`src/rtl/axil_reg_pkg.sv`:
```
// Shared definitions for the AXI4-Lite register bank.
// Holds the AXI response codes and the helper that turns a byte address
// into a 32-bit word offset. No ports; imported by axil_reg_bank.
package axil_reg_pkg;

    localparam logic [1:0] RESP_OKAY   = 2'b00;
    localparam logic [1:0] RESP_SLVERR = 2'b10;

    // Word offset of a byte address; the two byte-lane bits are dropped.
    function automatic int unsigned reg_offset(input logic [31:0] byte_addr);
        return byte_addr >> 2;
    endfunction

endpackage

```
`src/rtl/axil_reset_pulse.sv`:
```
// Retriggerable fixed-length pulse generator.
// A trigger loads a down-counter with LEN; the pulse is high while the
// count is non-zero, so it starts on the cycle after the trigger and lasts
// exactly LEN cycles. A retrigger reloads the counter and restarts the pulse.
// Ports:
//   clk   - clock
//   rstn  - asynchronous active-low reset (drops the pulse immediately)
//   trig  - single-cycle trigger
//   pulse - active-high output pulse
module axil_reset_pulse #(
    parameter int LEN = 16
) (
    input  logic clk,
    input  logic rstn,
    input  logic trig,
    output logic pulse
);

    localparam int CW = $clog2(LEN + 1);

    logic [CW-1:0] cnt;

    always_ff @(posedge clk or negedge rstn) begin
        if (!rstn) begin
            cnt <= '0;
        end else if (trig) begin
            cnt <= CW'(LEN);
        end else if (cnt != '0) begin
            cnt <= cnt - CW'(1);
        end
    end

    assign pulse = (cnt != '0);

endmodule

```
`src/rtl/axil_reg_bank.sv`:
```
// AXI4-Lite register bank shared between the PS (AXI) and the PL.
// Map: register i at byte 4*i, STATUS at 4*C_NUM_REGS (write-1-to-clear,
// bit i set by a PL write to register i), IRQ_EN at 4*(C_NUM_REGS+1).
// Read-only registers are loaded by the PL; pulse registers self-clear one
// cycle after an AXI write. Bit 0 written to C_RST_REG fires aux_pl_res.
// Ports:
//   s00_axi_*   - AXI4-Lite slave (AW and W accepted together, no wstrb)
//   pl_wdata    - flattened PL write data, slice i -> register i
//   pl_wr_en    - per-register PL write strobe (read-only registers only)
//   regs_out    - flattened current register values
//   reg_wr_busy - AXI write in flight (handshake through B handshake)
//   irq         - registered |(STATUS & IRQ_EN)
//   aux_pl_res  - active-high PL reset pulse
module axil_reg_bank
    import axil_reg_pkg::*;
#(
    parameter int                    C_S00_AXI_DATA_WIDTH = 32,
    parameter int                    C_S00_AXI_ADDR_WIDTH = 6,
    parameter int                    C_NUM_REGS           = 8,
    parameter logic [C_NUM_REGS-1:0] C_RO_MASK            = 8'b1000_0011,
    parameter logic [C_NUM_REGS-1:0] C_PULSE_MASK         = 8'b0000_0000,
    parameter int                    C_RST_REG            = 5,
    parameter int                    C_RST_PULSE_LEN      = 16
) (
    input  logic                                       s00_axi_aclk,
    input  logic                                       s00_axi_aresetn,
    input  logic [C_S00_AXI_ADDR_WIDTH-1:0]            s00_axi_awaddr,
    input  logic                                       s00_axi_awvalid,
    output logic                                       s00_axi_awready,
    input  logic [C_S00_AXI_DATA_WIDTH-1:0]            s00_axi_wdata,
    input  logic                                       s00_axi_wvalid,
    output logic                                       s00_axi_wready,
    output logic [1:0]                                 s00_axi_bresp,
    output logic                                       s00_axi_bvalid,
    input  logic                                       s00_axi_bready,
    input  logic [C_S00_AXI_ADDR_WIDTH-1:0]            s00_axi_araddr,
    input  logic                                       s00_axi_arvalid,
    output logic                                       s00_axi_arready,
    output logic [C_S00_AXI_DATA_WIDTH-1:0]            s00_axi_rdata,
    output logic [1:0]                                 s00_axi_rresp,
    output logic                                       s00_axi_rvalid,
    input  logic                                       s00_axi_rready,
    input  logic [C_NUM_REGS*C_S00_AXI_DATA_WIDTH-1:0] pl_wdata,
    input  logic [C_NUM_REGS-1:0]                      pl_wr_en,
    output logic [C_NUM_REGS*C_S00_AXI_DATA_WIDTH-1:0] regs_out,
    output logic                                       reg_wr_busy,
    output logic                                       irq,
    output logic                                       aux_pl_res
);

    localparam int DW = C_S00_AXI_DATA_WIDTH;
    localparam int NR = C_NUM_REGS;

    logic [DW-1:0] regs [NR];
    logic [DW-1:0] status_q, irq_en_q;
    logic          aw_rdy_q, bvalid_q, ar_rdy_q, rvalid_q, irq_q;
    logic [1:0]    bresp_q, rresp_q;
    logic [DW-1:0] rdata_q;

    int unsigned   wr_idx, rd_idx;
    logic          wr_hs, rd_hs;
    logic [NR-1:0] wr_reg_sel;
    logic          wr_status, wr_irq_en, wr_err;
    logic [DW-1:0] rd_val;
    logic          rd_err;
    logic [DW-1:0] pl_set;
    logic          rst_trig;

    assign wr_hs  = aw_rdy_q & s00_axi_awvalid & s00_axi_wvalid;
    assign rd_hs  = ar_rdy_q & s00_axi_arvalid;
    assign wr_idx = reg_offset(32'(s00_axi_awaddr));
    assign rd_idx = reg_offset(32'(s00_axi_araddr));
    assign pl_set = DW'(pl_wr_en & C_RO_MASK);

    // Write decode: read-only registers and unmapped offsets are rejected.
    always_comb begin
        wr_reg_sel = '0;
        wr_status  = 1'b0;
        wr_irq_en  = 1'b0;
        wr_err     = 1'b1;
        for (int unsigned i = 0; i < NR; i++) begin
            if (wr_idx == i && !C_RO_MASK[i]) begin
                wr_reg_sel[i] = 1'b1;
                wr_err        = 1'b0;
            end
        end
        if (wr_idx == unsigned'(NR)) begin
            wr_status = 1'b1;
            wr_err    = 1'b0;
        end
        if (wr_idx == unsigned'(NR + 1)) begin
            wr_irq_en = 1'b1;
            wr_err    = 1'b0;
        end
    end

    always_comb begin
        rd_val = '0;
        rd_err = 1'b1;
        for (int unsigned i = 0; i < NR; i++) begin
            if (rd_idx == i) begin
                rd_val = regs[i];
                rd_err = 1'b0;
            end
        end
        if (rd_idx == unsigned'(NR)) begin
            rd_val = status_q;
            rd_err = 1'b0;
        end
        if (rd_idx == unsigned'(NR + 1)) begin
            rd_val = irq_en_q;
            rd_err = 1'b0;
        end
    end

    always_ff @(posedge s00_axi_aclk or negedge s00_axi_aresetn) begin
        if (!s00_axi_aresetn) begin
            for (int unsigned i = 0; i < NR; i++) regs[i] <= '0;
            status_q <= '0;
            irq_en_q <= '0;
            irq_q    <= 1'b0;
        end else begin
            for (int unsigned i = 0; i < NR; i++) begin
                if (C_RO_MASK[i]) begin
                    if (pl_wr_en[i]) regs[i] <= pl_wdata[i*DW +: DW];
                end else if (wr_hs && wr_reg_sel[i]) begin
                    regs[i] <= s00_axi_wdata;
                end else if (C_PULSE_MASK[i]) begin
                    regs[i] <= '0;
                end
            end
            // Clear applied first so a same-cycle PL set wins.
            status_q <= (status_q & ~((wr_hs && wr_status) ? s00_axi_wdata : '0)) | pl_set;
            if (wr_hs && wr_irq_en) irq_en_q <= s00_axi_wdata;
            irq_q <= |(status_q & irq_en_q);
        end
    end

    always_ff @(posedge s00_axi_aclk or negedge s00_axi_aresetn) begin
        if (!s00_axi_aresetn) begin
            aw_rdy_q <= 1'b0;
            bvalid_q <= 1'b0;
            bresp_q  <= RESP_OKAY;
            ar_rdy_q <= 1'b0;
            rvalid_q <= 1'b0;
            rresp_q  <= RESP_OKAY;
            rdata_q  <= '0;
        end else begin
            // The !aw_rdy_q / !ar_rdy_q terms keep the ready strobes to one cycle.
            aw_rdy_q <= s00_axi_awvalid & s00_axi_wvalid & ~bvalid_q & ~aw_rdy_q;
            if (wr_hs) begin
                bvalid_q <= 1'b1;
                bresp_q  <= wr_err ? RESP_SLVERR : RESP_OKAY;
            end else if (bvalid_q && s00_axi_bready) begin
                bvalid_q <= 1'b0;
            end

            ar_rdy_q <= s00_axi_arvalid & ~rvalid_q & ~ar_rdy_q;
            if (rd_hs) begin
                rvalid_q <= 1'b1;
                rdata_q  <= rd_val;
                rresp_q  <= rd_err ? RESP_SLVERR : RESP_OKAY;
            end else if (rvalid_q && s00_axi_rready) begin
                rvalid_q <= 1'b0;
            end
        end
    end

    assign rst_trig = wr_hs & wr_reg_sel[C_RST_REG] & s00_axi_wdata[0];

    axil_reset_pulse #(
        .LEN (C_RST_PULSE_LEN)
    ) u_reset_pulse (
        .clk   (s00_axi_aclk),
        .rstn  (s00_axi_aresetn),
        .trig  (rst_trig),
        .pulse (aux_pl_res)
    );

    for (genvar g = 0; g < NR; g++) begin : g_regs_out
        assign regs_out[g*DW +: DW] = regs[g];
    end

    // PL data/strobes of AXI-written registers are intentionally ignored.
    logic unused_pl;
    assign unused_pl = ^{pl_wdata, pl_wr_en};

    assign s00_axi_awready = aw_rdy_q;
    assign s00_axi_wready  = aw_rdy_q;
    assign s00_axi_bvalid  = bvalid_q;
    assign s00_axi_bresp   = bresp_q;
    assign s00_axi_arready = ar_rdy_q;
    assign s00_axi_rvalid  = rvalid_q;
    assign s00_axi_rresp   = rresp_q;
    assign s00_axi_rdata   = rdata_q;
    assign reg_wr_busy     = aw_rdy_q | bvalid_q;
    assign irq             = irq_q;

endmodule
```
`config.mk`:
```
export PLATFORM = sky130hd
export DESIGN_NAME = axil_reg_bank
export DESIGN_NICKNAME = d
export VERILOG_FILES = /design/src/rtl/axil_reg_pkg.sv /design/src/rtl/axil_reset_pulse.sv /design/src/rtl/axil_reg_bank.sv
export SDC_FILE = /design/constraint.sdc
export NUM_CORES = 1
export LEC_CHECK = 0
export CELL_PAD_IN_SITES_DETAIL_PLACEMENT = 1
export CELL_PAD_IN_SITES_GLOBAL_PLACEMENT = 1
export CORE_ASPECT_RATIO = 0.7
export CORE_UTILIZATION = 30
export CTS_CLUSTER_SIZE = 24
export DETAILED_ROUTE_END_ITERATION = 12
export PLACE_DENSITY = 0.82
export SYNTH_ARGS = -nofsm -noshare
export SYNTH_HDL_FRONTEND = slang
export SYNTH_HIERARCHICAL = 1
export SYNTH_SLANG_ARGS = --single-unit
```
`constraint.sdc`:
```
create_clock -name s00_axi_aclk -period 2.5 [get_ports s00_axi_aclk]
set_input_delay 0.5 -clock s00_axi_aclk [delete_from_list [all_inputs] [get_ports s00_axi_aclk]]
set_output_delay 0.5 -clock s00_axi_aclk [all_outputs]
set_load 0.03 [all_outputs]
```
==> run summary <==
Counting every instance in the synthesized netlist gives 1307. The number of levels in the clock H-tree is 2, and the summed area of non-filler cells in the final layout is 24000 um^2. The run gives 3 as the largest buffer count on any clock path. Summing the sequential cell areas from Yosys gives 53.7% of the chip area. The total track usage was 25.8%; the die width was 286 um. The library cell used most frequently in the layout, excluding fill and tap cells, is sky130_fd_sc_hd__clkdlybuf4s50_1. From synthesis to final layout, the design area changed by 41.8%. The run gives 66 as the distinct cell type count after synthesis.

Once layout is complete, the utilization of the core stands at 43.3%. Worst hold path class: in -> async. In the layout the commonest cells are sky130_fd_sc_hd__clkdlybuf4s50_1, sky130_fd_sc_hd__dfrtp_1, sky130_fd_sc_hd__mux2_2.

Counting flops and latches in the post-synthesis netlist gives 364. For the finished layout, the period the worst path requires is 2.44 ns. For the worst setup path, the data required time is 2.00 ns. Summed over all layers, the global routing overflow is 0. For this block, the routed nets add up to 74700 um of wire.

Entering global routing, the biggest net connects 85 pins. TritonCTS created 41 clock buffers. Net switching is 31.6% of the power.

The share of total power dissipated in combinational logic is 23.4%. For this run, the top clock speed supported by timing is 0.409 GHz. IR analysis of the VDD net gives a maximum drop of 0.402 mV.

The startpoint type of the worst setup path is a flop. The via count of the first global-routing pass was 15100. The power per standard cell area works out to 715 nW/um^2. Setup repair after global routing left no endpoint under its margin.

Number of DRC markers after the initial detailed-route iteration: 820. The per-cell routed wire length was 29.4 um; the number of nets with antenna violations after routing was 0. The total die area is 57500 um^2. After layout, the worst path uses 97.7% of the clock period. The tools report the area of the mapped netlist as 17000 um^2. The most instantiated flip-flop cell in the synthesis netlist is sky130_fd_sc_hd__dfrtp_1. The number of flops mapped to enable cells by yosys was 0; the summed negative setup slack over all endpoints was 0 ns. The share of power burned in registers was 40.2%.

During synthesis, Yosys emitted a total of 6 warnings. The first global-routing pass estimated 108000 um of wire. The transition at the pin with the smallest max-transition slack works out to 0.954 ns. The half-perimeter wire length of the detailed placement result came out at 54700 um. CTS placed an instance of sky130_fd_sc_hd__clkbuf_16 at the clock tree root. The total vias in the final route was 13800. By startpoint and endpoint, the worst setup path is classified as reg -> out. The clock latency of the later-clocked register in the worst-skew pair was 0.57 ns; the number of endpoints failing setup at the final stage was 0. Routability-driven placement finished with a final weighted congestion of 0.860. The run gives 4 as the number of antenna violations at the first check in global routing. In this run the tool buffered the top-level ports with 443 buffer cells. The logs give 5.43 mW for the switching component of the power and 0.0124 ns for the worst setup skew after layout. The clock share of power is 36.4%, and the total placed instance area is 22700 um^2.

The detailed-route DRC error count is 0, and the number of top-level design ports is 615. The die is 201 um tall. The tools report the final hold violation count as 0.

Once the floorplan was initialized, standard cells occupied 30.6% of the core. Data on the critical path arrives at its endpoint at 1.94 ns. In the routed layout, each cell is associated on average with a via count of 5.42.

The final layout contains 2086 nets. The static leakage was 10.4 nW; the clock-pin slew of the registers on the worst-case setup and hold paths was 0.06 ns. The synthesized area per cell is 13.0 um^2.

The internal portion of the total power is 11.8 mW. The tools report the number of detailed-routing iterations run before antenna repair as 5. CTS saw 364 sinks. The category of the worst setup path capture point is an output port. The tools report the area inside the core boundary as 55500 um^2. The post-route netlist has 27.0% of its cells at a drive strength greater than 1.

The design draws 17.2 mW. The row count was 72; the worst slew margin relative to its limit was 36.2%. TritonCTS built the clock tree.

The layout filler cell count is 5787, and the worst-path maximum fanout is 5. The total of max-cap violations is 0, and the final number of max-transition violations is 0. Of all flip-flops after synthesis, the portion carrying an async set or reset was 100%. The flow ran to the end, and the final reports show no timing, DRC or antenna violations.
## critical path, cell delays in order, from the launching register on
cell	delay [ns]
sky130_fd_sc_hd__dfrtp_1	0.40
sky130_fd_sc_hd__inv_1	0.07
sky130_fd_sc_hd__ha_2	0.22
sky130_fd_sc_hd__or4b_4	0.52
sky130_fd_sc_hd__buf_6	0.17
## logic make-up (layout without fill, tap and decap cells)
family          after synthesis  in the layout  share of synthesized area [%]
flops                       364            364                           53.7
buf+inv                     112            605                           3.79
simple gates                147            147                           4.67
mux                         367            367                           24.2
compound gates              314            314                           13.5
other cells                   1              4                         0.0221
fa+ha+maj                     1              1                         0.0738
xor+xnor                      1              1                         0.0517
## power groups by stage
stage	combinational (mW)	sequential [mW]	clock (mW)
after floorplan	1.15	7.75	0
after global placement	3.91	6.96	0
after detailed placement	4.00	7.01	0
after CTS	4.04	6.91	6.38
after global routing	4.23	6.97	6.60
final	4.02	6.91	6.26
## sequential cells by signal, summed over array words and instances (netlist names)
name               cells
irq                    1
irq_en_q              32
regs_out             256
s00_axi_arready        1
s00_axi_awready        1
s00_axi_bresp          1
s00_axi_bvalid         1
s00_axi_rdata         32
s00_axi_rresp          1
s00_axi_rvalid         1
status_q              32
u_reset_pulse/cnt      5
## final timing paths
check / startpoint / end / slack (ns) / cells after the start
setup / recovery: u_reset_pulse/cnt[0] / aux_pl_res / 0.06 / 4
hold / removal: s00_axi_aresetn / regs_out[237] / 0.41 / 2
setup reg to reg: s00_axi_awready / irq_en_q[13] / 0.67 / 4
hold reg to reg: s00_axi_rvalid / s00_axi_arready / 0.50 / 1
max in group asynchronous: s00_axi_aresetn / regs_out[245] / 1.25 / 3
min in group s00_axi_aclk: s00_axi_araddr[2] / s00_axi_rdata[14] / 0.43 / 3
## Yosys cell counts (17+ instances only)
cell	number	area share, %
sky130_fd_sc_hd__buf_2	37	1.1
sky130_fd_sc_hd__a222oi_1	19	1.1
sky130_fd_sc_hd__a21boi_0	29	1.3
sky130_fd_sc_hd__o221ai_1	19	0.98
sky130_fd_sc_hd__buf_4	17	0.75
sky130_fd_sc_hd__nor2_1	41	0.91
sky130_fd_sc_hd__nand2_1	24	0.53
sky130_fd_sc_hd__nor3_1	34	1.0
sky130_fd_sc_hd__a21o_1	29	1.3
sky130_fd_sc_hd__a2bb2oi_1	28	1.4
sky130_fd_sc_hd__mux2_2	303	20
sky130_fd_sc_hd__a22o_1	20	1.0
sky130_fd_sc_hd__a21oi_1	65	1.9
sky130_fd_sc_hd__dfrtp_1	364	54
sky130_fd_sc_hd__mux2i_1	56	3.3
sky130_fd_sc_hd__o21ai_1	19	0.56
sky130_fd_sc_hd__a22oi_1	17	0.75
sky130_fd_sc_hd__clkbuf_1	34	0.75
## metrics by stage
| step | hold slack [ns] | worst slack (ns) | std cells |
|---|---|---|---|
| floorplan | 0.204 | 0.659 | 1308 |
| global placement | 0.408 | 0.0712 | 2465 |
| detailed placement | 0.409 | 0.0275 | 2465 |
| CTS | 0.398 | 0.0107 | 2540 |
| global route | 0.414 | 0.00709 | 2542 |
| finish | 0.409 | 0.0573 | 2543 |
## final cells by class
class / instances / area, um^2 / area share, %
Timing Repair Buffer: 522 / 5370 / 22.3
Clock inverter: 19 / 233 / 0.968
Antenna cell: 2 / 5.00 / 0.0208
Clock buffer: 55 / 1100 / 4.57
Sequential cell: 364 / 9110 / 37.9
Multi-Input combinational cell: 832 / 7270 / 30.2
Inverter: 9 / 33.8 / 0.141
Tap cell: 740 / 926 / 3.85
## layer usage
layer	track usage [%]	routed length, um	vias to the layer above
met5	0	13	-
met4	6.26	1590	2
met3	8.47	6450	109
met2	40.1	33600	556
met1	34.6	33000	7273
li1	-	-	5854
## what timing repair did
action / in CTS / in global routing
endpoints found under the hold margin: 32 / 0
setup buffers: 0 / 1
gates resized for setup: 9 / 0
hold buffers: 1 / 0
setup endpoints to repair: 2 / 1
Power figures use the tool's default switching activity.
